$ cat config.mk
export PLATFORM = sky130hd
export DESIGN_NAME = axi_lite_wr_capture
export DESIGN_NICKNAME = d
export VERILOG_FILES = /design/src/rtl/axi_lite_wr_capture_pkg.sv /design/src/rtl/axi_lite_wr_capture.sv
export SDC_FILE = /design/constraint.sdc
export NUM_CORES = 1
export LEC_CHECK = 0
export ABC_AREA = 1
export CAP_MARGIN = 30
export CORE_ASPECT_RATIO = 0.75
export CORE_UTILIZATION = 51
export CTS_CLUSTER_DIAMETER = 80
export DETAILED_ROUTE_END_ITERATION = 8
export GPL_TIMING_DRIVEN = 1
export MAX_ROUTING_LAYER = met4
export PLACE_DENSITY_LB_ADDON = 0.08
export SETUP_SLACK_MARGIN = 0.1
export SYNTH_ARGS = -nofsm -noshare
export SYNTH_HDL_FRONTEND = slang
export SYNTH_SLANG_ARGS = --single-unit
$ cat constraint.sdc
create_clock -name ACLK -period 2 [get_ports ACLK]
set_clock_uncertainty 0.15 [all_clocks]
set_input_delay 0.4 -clock ACLK [delete_from_list [all_inputs] [get_ports ACLK]]
set_output_delay 0.4 -clock ACLK [all_outputs]
set_load 0.02 [all_outputs]
$ cat src/rtl/axi_lite_wr_capture_pkg.sv
// Shared types and constants for the AXI4-Lite write-capture block.
// Holds the FSM state encoding, the BRESP codes and the FIFO entry width helper.
package axi_lite_wr_capture_pkg;

  typedef enum logic [1:0] {
    IDLE = 2'd0,
    PUSH = 2'd1,
    RESP = 2'd2
  } state_e;

  localparam logic [1:0] OKAY   = 2'b00;
  localparam logic [1:0] SLVERR = 2'b10;

  function automatic int entry_width(input int addr_w, input int data_w);
    return addr_w + data_w + data_w / 8;
  endfunction

endpackage

$ cat src/rtl/axi_lite_wr_capture.sv
// AXI4-Lite write slave that captures one address/data pair at a time and
// pushes {addr, data, strb} into a downstream FIFO, then issues the B response.
//
// state | meaning
// IDLE  | collecting AW and W beats independently
// PUSH  | waiting for FIFO room, then one-cycle push strobe
// RESP  | BVALID held with BRESP until the master takes it
module axi_lite_wr_capture
  import axi_lite_wr_capture_pkg::*;
#(
  parameter int                    ADDR_WIDTH = 16,
  parameter int                    DATA_WIDTH = 32,
  parameter logic [ADDR_WIDTH-1:0] ADDR_LIMIT = 16'h0FFF
) (
  input  logic                                              ACLK,
  input  logic                                              ARESET_N,
  input  logic                                              AWVALID,
  output logic                                              AWREADY,
  input  logic [ADDR_WIDTH-1:0]                             AWADDR,
  input  logic                                              WVALID,
  output logic                                              WREADY,
  input  logic [DATA_WIDTH-1:0]                             WDATA,
  input  logic [DATA_WIDTH/8-1:0]                           WSTRB,
  output logic                                              BVALID,
  input  logic                                              BREADY,
  output logic [1:0]                                        BRESP,
  output logic                                              FIFO_WR_EN,
  output logic [entry_width(ADDR_WIDTH, DATA_WIDTH)-1:0]    FIFO_DATA,
  input  logic                                              FIFO_FULL
);

  localparam int STRB_WIDTH  = DATA_WIDTH / 8;
  localparam int ENTRY_WIDTH = entry_width(ADDR_WIDTH, DATA_WIDTH);

  state_e                   state_q, state_d;
  logic                     aw_done_q, aw_done_d;
  logic                     w_done_q, w_done_d;
  logic [ADDR_WIDTH-1:0]    addr_q, addr_d;
  logic [DATA_WIDTH-1:0]    data_q, data_d;
  logic [STRB_WIDTH-1:0]    strb_q, strb_d;
  logic                     awready_q, awready_d;
  logic                     wready_q, wready_d;
  logic                     bvalid_q, bvalid_d;
  logic [1:0]               bresp_q, bresp_d;
  logic                     fifo_wr_en_q, fifo_wr_en_d;
  logic [ENTRY_WIDTH-1:0]   fifo_data_q, fifo_data_d;
  logic                     aw_hs, w_hs;

  assign aw_hs = AWVALID & awready_q;
  assign w_hs  = WVALID & wready_q;

  always_comb begin
    state_d      = state_q;
    aw_done_d    = aw_done_q;
    w_done_d     = w_done_q;
    addr_d       = addr_q;
    data_d       = data_q;
    strb_d       = strb_q;
    awready_d    = awready_q;
    wready_d     = wready_q;
    bvalid_d     = bvalid_q;
    bresp_d      = bresp_q;
    fifo_wr_en_d = 1'b0;
    fifo_data_d  = fifo_data_q;

    case (state_q)
      IDLE: begin
        aw_done_d = aw_done_q | aw_hs;
        w_done_d  = w_done_q | w_hs;
        if (aw_hs) addr_d = AWADDR;
        if (w_hs) begin
          data_d = WDATA;
          strb_d = WSTRB;
        end
        if (aw_done_d && w_done_d) begin
          awready_d = 1'b0;
          wready_d  = 1'b0;
          if (addr_d > ADDR_LIMIT) begin
            state_d  = RESP;
            bvalid_d = 1'b1;
            bresp_d  = SLVERR;
          end else begin
            state_d      = PUSH;
            fifo_data_d  = {addr_d, data_d, strb_d};
            fifo_wr_en_d = ~FIFO_FULL;
          end
        end else begin
          // Ready comes back one cycle after reset release, then drops per channel once captured.
          awready_d = ~aw_done_d;
          wready_d  = ~w_done_d;
        end
      end

      PUSH: begin
        if (fifo_wr_en_q) begin
          state_d  = RESP;
          bvalid_d = 1'b1;
          bresp_d  = OKAY;
        end else begin
          fifo_wr_en_d = ~FIFO_FULL;
        end
      end

      RESP: begin
        if (BREADY) begin
          state_d   = IDLE;
          bvalid_d  = 1'b0;
          aw_done_d = 1'b0;
          w_done_d  = 1'b0;
          awready_d = 1'b1;
          wready_d  = 1'b1;
        end
      end

      default: begin
        state_d   = IDLE;
        aw_done_d = 1'b0;
        w_done_d  = 1'b0;
        awready_d = 1'b0;
        wready_d  = 1'b0;
        bvalid_d  = 1'b0;
      end
    endcase
  end

  always_ff @(posedge ACLK or negedge ARESET_N) begin
    if (!ARESET_N) begin
      state_q      <= IDLE;
      aw_done_q    <= 1'b0;
      w_done_q     <= 1'b0;
      addr_q       <= '0;
      data_q       <= '0;
      strb_q       <= '0;
      awready_q    <= 1'b0;
      wready_q     <= 1'b0;
      bvalid_q     <= 1'b0;
      bresp_q      <= OKAY;
      fifo_wr_en_q <= 1'b0;
      fifo_data_q  <= '0;
    end else begin
      state_q      <= state_d;
      aw_done_q    <= aw_done_d;
      w_done_q     <= w_done_d;
      addr_q       <= addr_d;
      data_q       <= data_d;
      strb_q       <= strb_d;
      awready_q    <= awready_d;
      wready_q     <= wready_d;
      bvalid_q     <= bvalid_d;
      bresp_q      <= bresp_d;
      fifo_wr_en_q <= fifo_wr_en_d;
      fifo_data_q  <= fifo_data_d;
    end
  end

  assign AWREADY    = awready_q;
  assign WREADY     = wready_q;
  assign BVALID     = bvalid_q;
  assign BRESP      = bresp_q;
  assign FIFO_WR_EN = fifo_wr_en_q;
  assign FIFO_DATA  = fifo_data_q;

endmodule

## Word-level counts from Yosys, hierarchy flattened

Index checks and enable logic that the tools add are counted.

| cells by class | value |
|---|---|
| order comparisons | 1 |
| eq/ne operators | 6 |
| muxes and demuxes | 29 |
| bitwise logic cells | 9 |
| reductions and logical operators | 8 |

Operator list:

| kind | number |
|---|---|
| $mux 16 | 2 |
| $mux 32 | 1 |
| $gt 16x12->1 const B | 1 |
| $pmux 1 s3 | 5 |
| $mux 2 | 7 |
| $mux 1 | 10 |
| $ne 2x2->1 const B | 4 |
| $reduce_and 4->1 | 2 |
| $pmux 2 s3 | 1 |
| $reduce_and 3->1 | 2 |
| $not 1->1 | 5 |
| $mux 4 | 1 |
| $pmux 2 s2 | 1 |
| $and 1x1->1 | 2 |
| $eq 2x1->1 const B | 1 |
| $eq 2x2->1 const B | 1 |
| $logic_not 2->1 | 1 |
| $or 1x1->1 | 2 |
| $pmux 1 s2 | 1 |
| $reduce_and 2->1 | 1 |
| $reduce_bool 2->1 | 1 |
| $logic_and 1x1->1 | 1 |

| storage, ports and cells | value |
|---|---|
| register bits | 114 |
| input port bits | 58 |
| output and inout port bits | 58 |
| logic and storage cells | 65 |

## Longest topological paths before layout

| depth | value |
|---|---|
| depth in word-level cells | 7 |
| depth in mapped cells | 11 |

## Worst setup path before layout

Ideal clock, no wire load.

| timing | value |
|---|---|
| path kind | register to register |
| from | register awready_q, in the netlist AWREADY |
| to | register fifo_data_q[28], in the netlist FIFO_DATA[28] |
| setup time | 0.065 ns |
| arrival | 1.513 ns |
| required time | 1.785 ns |
| setup slack | 0.272 ns |
| stages on the path, launching flop included | 11 |
| period minus slack after synthesis | 1.728 ns |
| cells stage by stage | dfrtp_1 -> buf_6 -> nand2_2 -> nand2_1 -> nand2_1 -> inv_1 -> nor2_4 -> buf_4 -> clkbuf_4 -> nand4_1 -> nand2_1 |

| on the way | value |
|---|---|
| longest elaborated chain between the ends | 6 |
| elaborated cells on any way between the ends | 8 |
| classes of those cells | order compare: 1; mux: 2; bitwise: 3; reduce/logical: 2 |

Ends and longest elaborated chain:

| element | RTL line | text |
|---|---|---|
| start, declared | axi_lite_wr_capture.sv:41 | `logic awready_q, awready_d;` |
| start signal, assigned | axi_lite_wr_capture.sv:147 | `awready_q <= awready_d;` |
| $and 1x1->1 * | axi_lite_wr_capture.sv:49 | `assign aw_hs = AWVALID & awready_q;` |
| $mux 16 | axi_lite_wr_capture.sv:70 | `if (aw_hs) addr_d = AWADDR;` |
| $mux 16 | axi_lite_wr_capture.sv:66 | `case (state_q)` |
| $gt 16x12->1 | axi_lite_wr_capture.sv:78 | `if (addr_d > ADDR_LIMIT) begin` |
| $not 1->1 (no line) | n/a |  |
| $reduce_and 3->1 (no line) * | n/a |  |
| end signal, assigned | axi_lite_wr_capture.sv:152 | `fifo_data_q <= fifo_data_d;` |
| end, declared | axi_lite_wr_capture.sv:46 | `logic [ENTRY_WIDTH-1:0] fifo_data_q, fifo_data_d;` |

Mark *: on every way between the ends. The rest lies on a longest branch, timed or not. The select of a mux whose other input is x is not followed.
A chain may end at the register's enable or synchronous reset.

## Final worst setup path

| timing | value |
|---|---|
| from | register awready_q, in the netlist AWREADY |
| to | register fifo_data_q[30], in the netlist FIFO_DATA[30] |

Same word-level chain as after synthesis.

==> results.py <==
metrics = {
    "run_status": {
        "status": "complete, no violations",
    },
    "detailed_routing": {
        "wirelength_um": 13100,
        "drc": 0,
        "dr.pass1.iters": 5,
        "wl_per_cell_um": 14.7,
        "via_per_inst": 5.28,
        "drtIter0Drc": 464,
        "ant_nets": 0,
        "num_vias": 4697,
    },
    "clock_tree": {
        "clk_latency_ps": 400,
        "htree_levels": 4,
        "cts.sinks": 113,
        "cts_buffer_depth": 2,
        "path_clk_slew_ps": 60,
        "cts-root-buf": "clkbuf_16",
        "cts_tree": "yes",
        "cts_made_buffers": 17,
    },
    "cells_and_area": {
        "nets": 804,
        "antenna_cells": 0,
        "finish.utilization": 0.721,
        "layout_common_cells": "nand2_1, dfrtp_1, inv_1",
        "syn2layout_area_growth_pct": 35.2,
        "layout-drive-gt1-share": 0.0805,
        "layout_commonest_cell": "nand2_1",
    },
    "setup_path": {
        "criticalPathCategory": "flip-flop to flip-flop",
        "cp.arrival_ps": 1930,
        "end_kind": "flip-flop",
        "crit_path_max_fanout": 42,
        "path_common_cell": "nand2_1",
        "cp_slowest_stage_delay_ps": 450,
        "slowest_stage": "dfrtp_2",
        "required_ps": 2140,
        "path_cells": "nand2_2 -> nand2_1 -> nand2_1 -> nand2_1 -> nor2_4 -> nand3_4 -> buf_12 -> nand2_1 -> nand2_1",
        "worst-path-buf-inv": 1,
        "crit_family": "simple AND/OR/NAND/NOR gates",
        "cp-start-kind": "flip-flop",
    },
    "sta": {
        "whs_ps": 308,
        "rsz0062_at_grt": "false",
        "max_freq_mhz": 559,
        "setup_violations": 0,
        "tightest_slew_ps": 519,
        "relSlewSlack": 0.654,
        "drv_slew": 0,
        "period_needed_ps": 1790,
        "final-hold-violation-count": 0,
        "post-route-period-util": 0.895,
    },
    "min_path": {
        "hold_class": "flip-flop to flip-flop",
    },
    "global_route": {
        "antenna_found_initial": 0,
        "use_met3": 0.0733,
        "overflow": 0,
        "use_met1": 0.334,
        "grt_max_degree": 73,
        "grt_first_pass_wirelength_um": 21500,
        "track_usage": 0.270,
        "grt_pass1_vias": 4571,
        "busiest_layer": "met2",
        "gr-usage-met2": 0.432,
    },
    "die": {
        "rows": 31,
        "die_h_um": 89.5,
        "start_util": 0.533,
        "ios": 116,
        "core_um2": 9770,
        "chipWidth_um": 119,
        "die-area_um2": 10600,
    },
    "synth": {
        "synth.ff_latch_count": 113,
        "yosysTopAreaCell": "dfrtp_1",
        "yosysWarnings": 0,
        "syn-cell-area_um2": 5210,
        "syn_inst": 638,
        "synth.area.top_cells": "dfrtp_1, nand2_1, nand4_1, o21ai_0, inv_1",
        "ys_seq_area_frac": 0.543,
        "synth_top_area_share": 0.543,
        "syn_avg_cell_area_um2": 8.17,
        "synth_cell_types": 21,
        "synth_nets": 696,
    },
    "job": {
        "maxCapViolCount": 0,
    },
    "place": {
        "gp_congestion": 0.801,
        "dpl.hpwl_um": 7940,
        "port_buffers": 114,
    },
    "power_and_ir_drop": {
        "power_density_nw_per_um2": 1580,
        "power.total_mw": 11.1,
        "total_leakage_power_nw": 3.77,
        "vdd_drop_max_mv": 0.857,
    },
}
## through the flow
stage                     area, um2  cells  setup slack [ps]  setup TNS (ps)
after floorplan                5210    638               272               0
after global placement         6480    857              -205          -10510
after detailed placement       6480    857              -289          -14330
after CTS                      7040    889               126               0
after global routing           7050    890               114               0
final                          7050    890               210               0
## synthesized netlist by cell type
| cell type | n |
|---|---|
| nor2_4 | 2 |
| dfrtp_1 | 113 |
| nand4_1 | 49 |
| buf_2 | 17 |
| nand2_1 | 182 |
| nor2_8 | 1 |
| inv_1 | 70 |
| buf_6 | 5 |
| nor2_1 | 55 |
| nand3_1 | 10 |
| conb_1 | 1 |
| clkbuf_1 | 16 |
| nand2_2 | 2 |
| o21ai_0 | 54 |
| a21oi_1 | 49 |
| nand2_4 | 2 |
| inv_2 | 2 |
| o22ai_1 | 2 |
| clkbuf_4 | 1 |
| buf_4 | 4 |
| nand3_4 | 1 |
## final timing paths
path,start,depth (start not counted),slack [ps],to
worst max register to register,AWREADY,9,210,FIFO_DATA[30]
max in group asynchronous,ARESET_N,3,710,data_q[21]
min in group asynchronous,ARESET_N,2,360,BRESP[1]
worst min-delay path,FIFO_DATA[49],2,310,FIFO_DATA[49]
worst max-delay path,AWREADY,9,210,FIFO_DATA[30]
worst min register to register,FIFO_DATA[49],2,310,FIFO_DATA[49]
## routing by layer
| metal | wire (um) | share of wire |
|---|---|---|
| met1 | 5690 | 0.43 |
| met3 | 1010 | 0.077 |
| met4 | 182 | 0.014 |
| met2 | 6210 | 0.47 |
| met5 | 0 | 0 |
## report_power, final
part | switching (mW) | internal (mW)
Sequential | 0.408 | 3.19
Clock | 1.03 | 2.07
Combinational | 2.96 | 1.47
## worst min-delay path: stages, from the launching register on
cell,delay [ps]
dfrtp_1,340
nand2_1,50
inv_1,40
## final cells by class
| cell class | count | area [um2] |
|---|---|---|
| multi-input cells | 410 | 1880 |
| flip-flops and latches | 113 | 2830 |
| well taps | 132 | 165 |
| fillers | 807 | 2730 |
| clock buffers | 21 | 480 |
| repair buffers | 132 | 1290 |
| clock inverters | 10 | 133 |
| inverters | 72 | 270 |
## state kept, by name, summed over array words and instances (netlist names)
signal,flops
FIFO_DATA,52
data_q,32
addr_q,16
strb_q,4
state_q,2
AWREADY,1
BRESP,1
BVALID,1
FIFO_WR_EN,1
WREADY,1
aw_done_q,1
w_done_q,1
## kinds of logic (layout without fill, tap and decap cells)
kind of cell	after synthesis	in the layout	share of synthesized area
and+or+nand+nor	304	304	0.257
buffers and inverters	115	235	0.0977
DFF	113	113	0.543
AOI/OAI and AO/OA	105	105	0.101
other	1	1	0.000720
## timing repair
item                                    CTS  global route
endpoints found under the setup margin   57            53
endpoints found under the hold margin    33             0
hold buffers                              1             0
gates resized for setup                  57             2
setup buffers                             0             1
pin swaps                                 0             1
(Power assumes the default switching activity.)
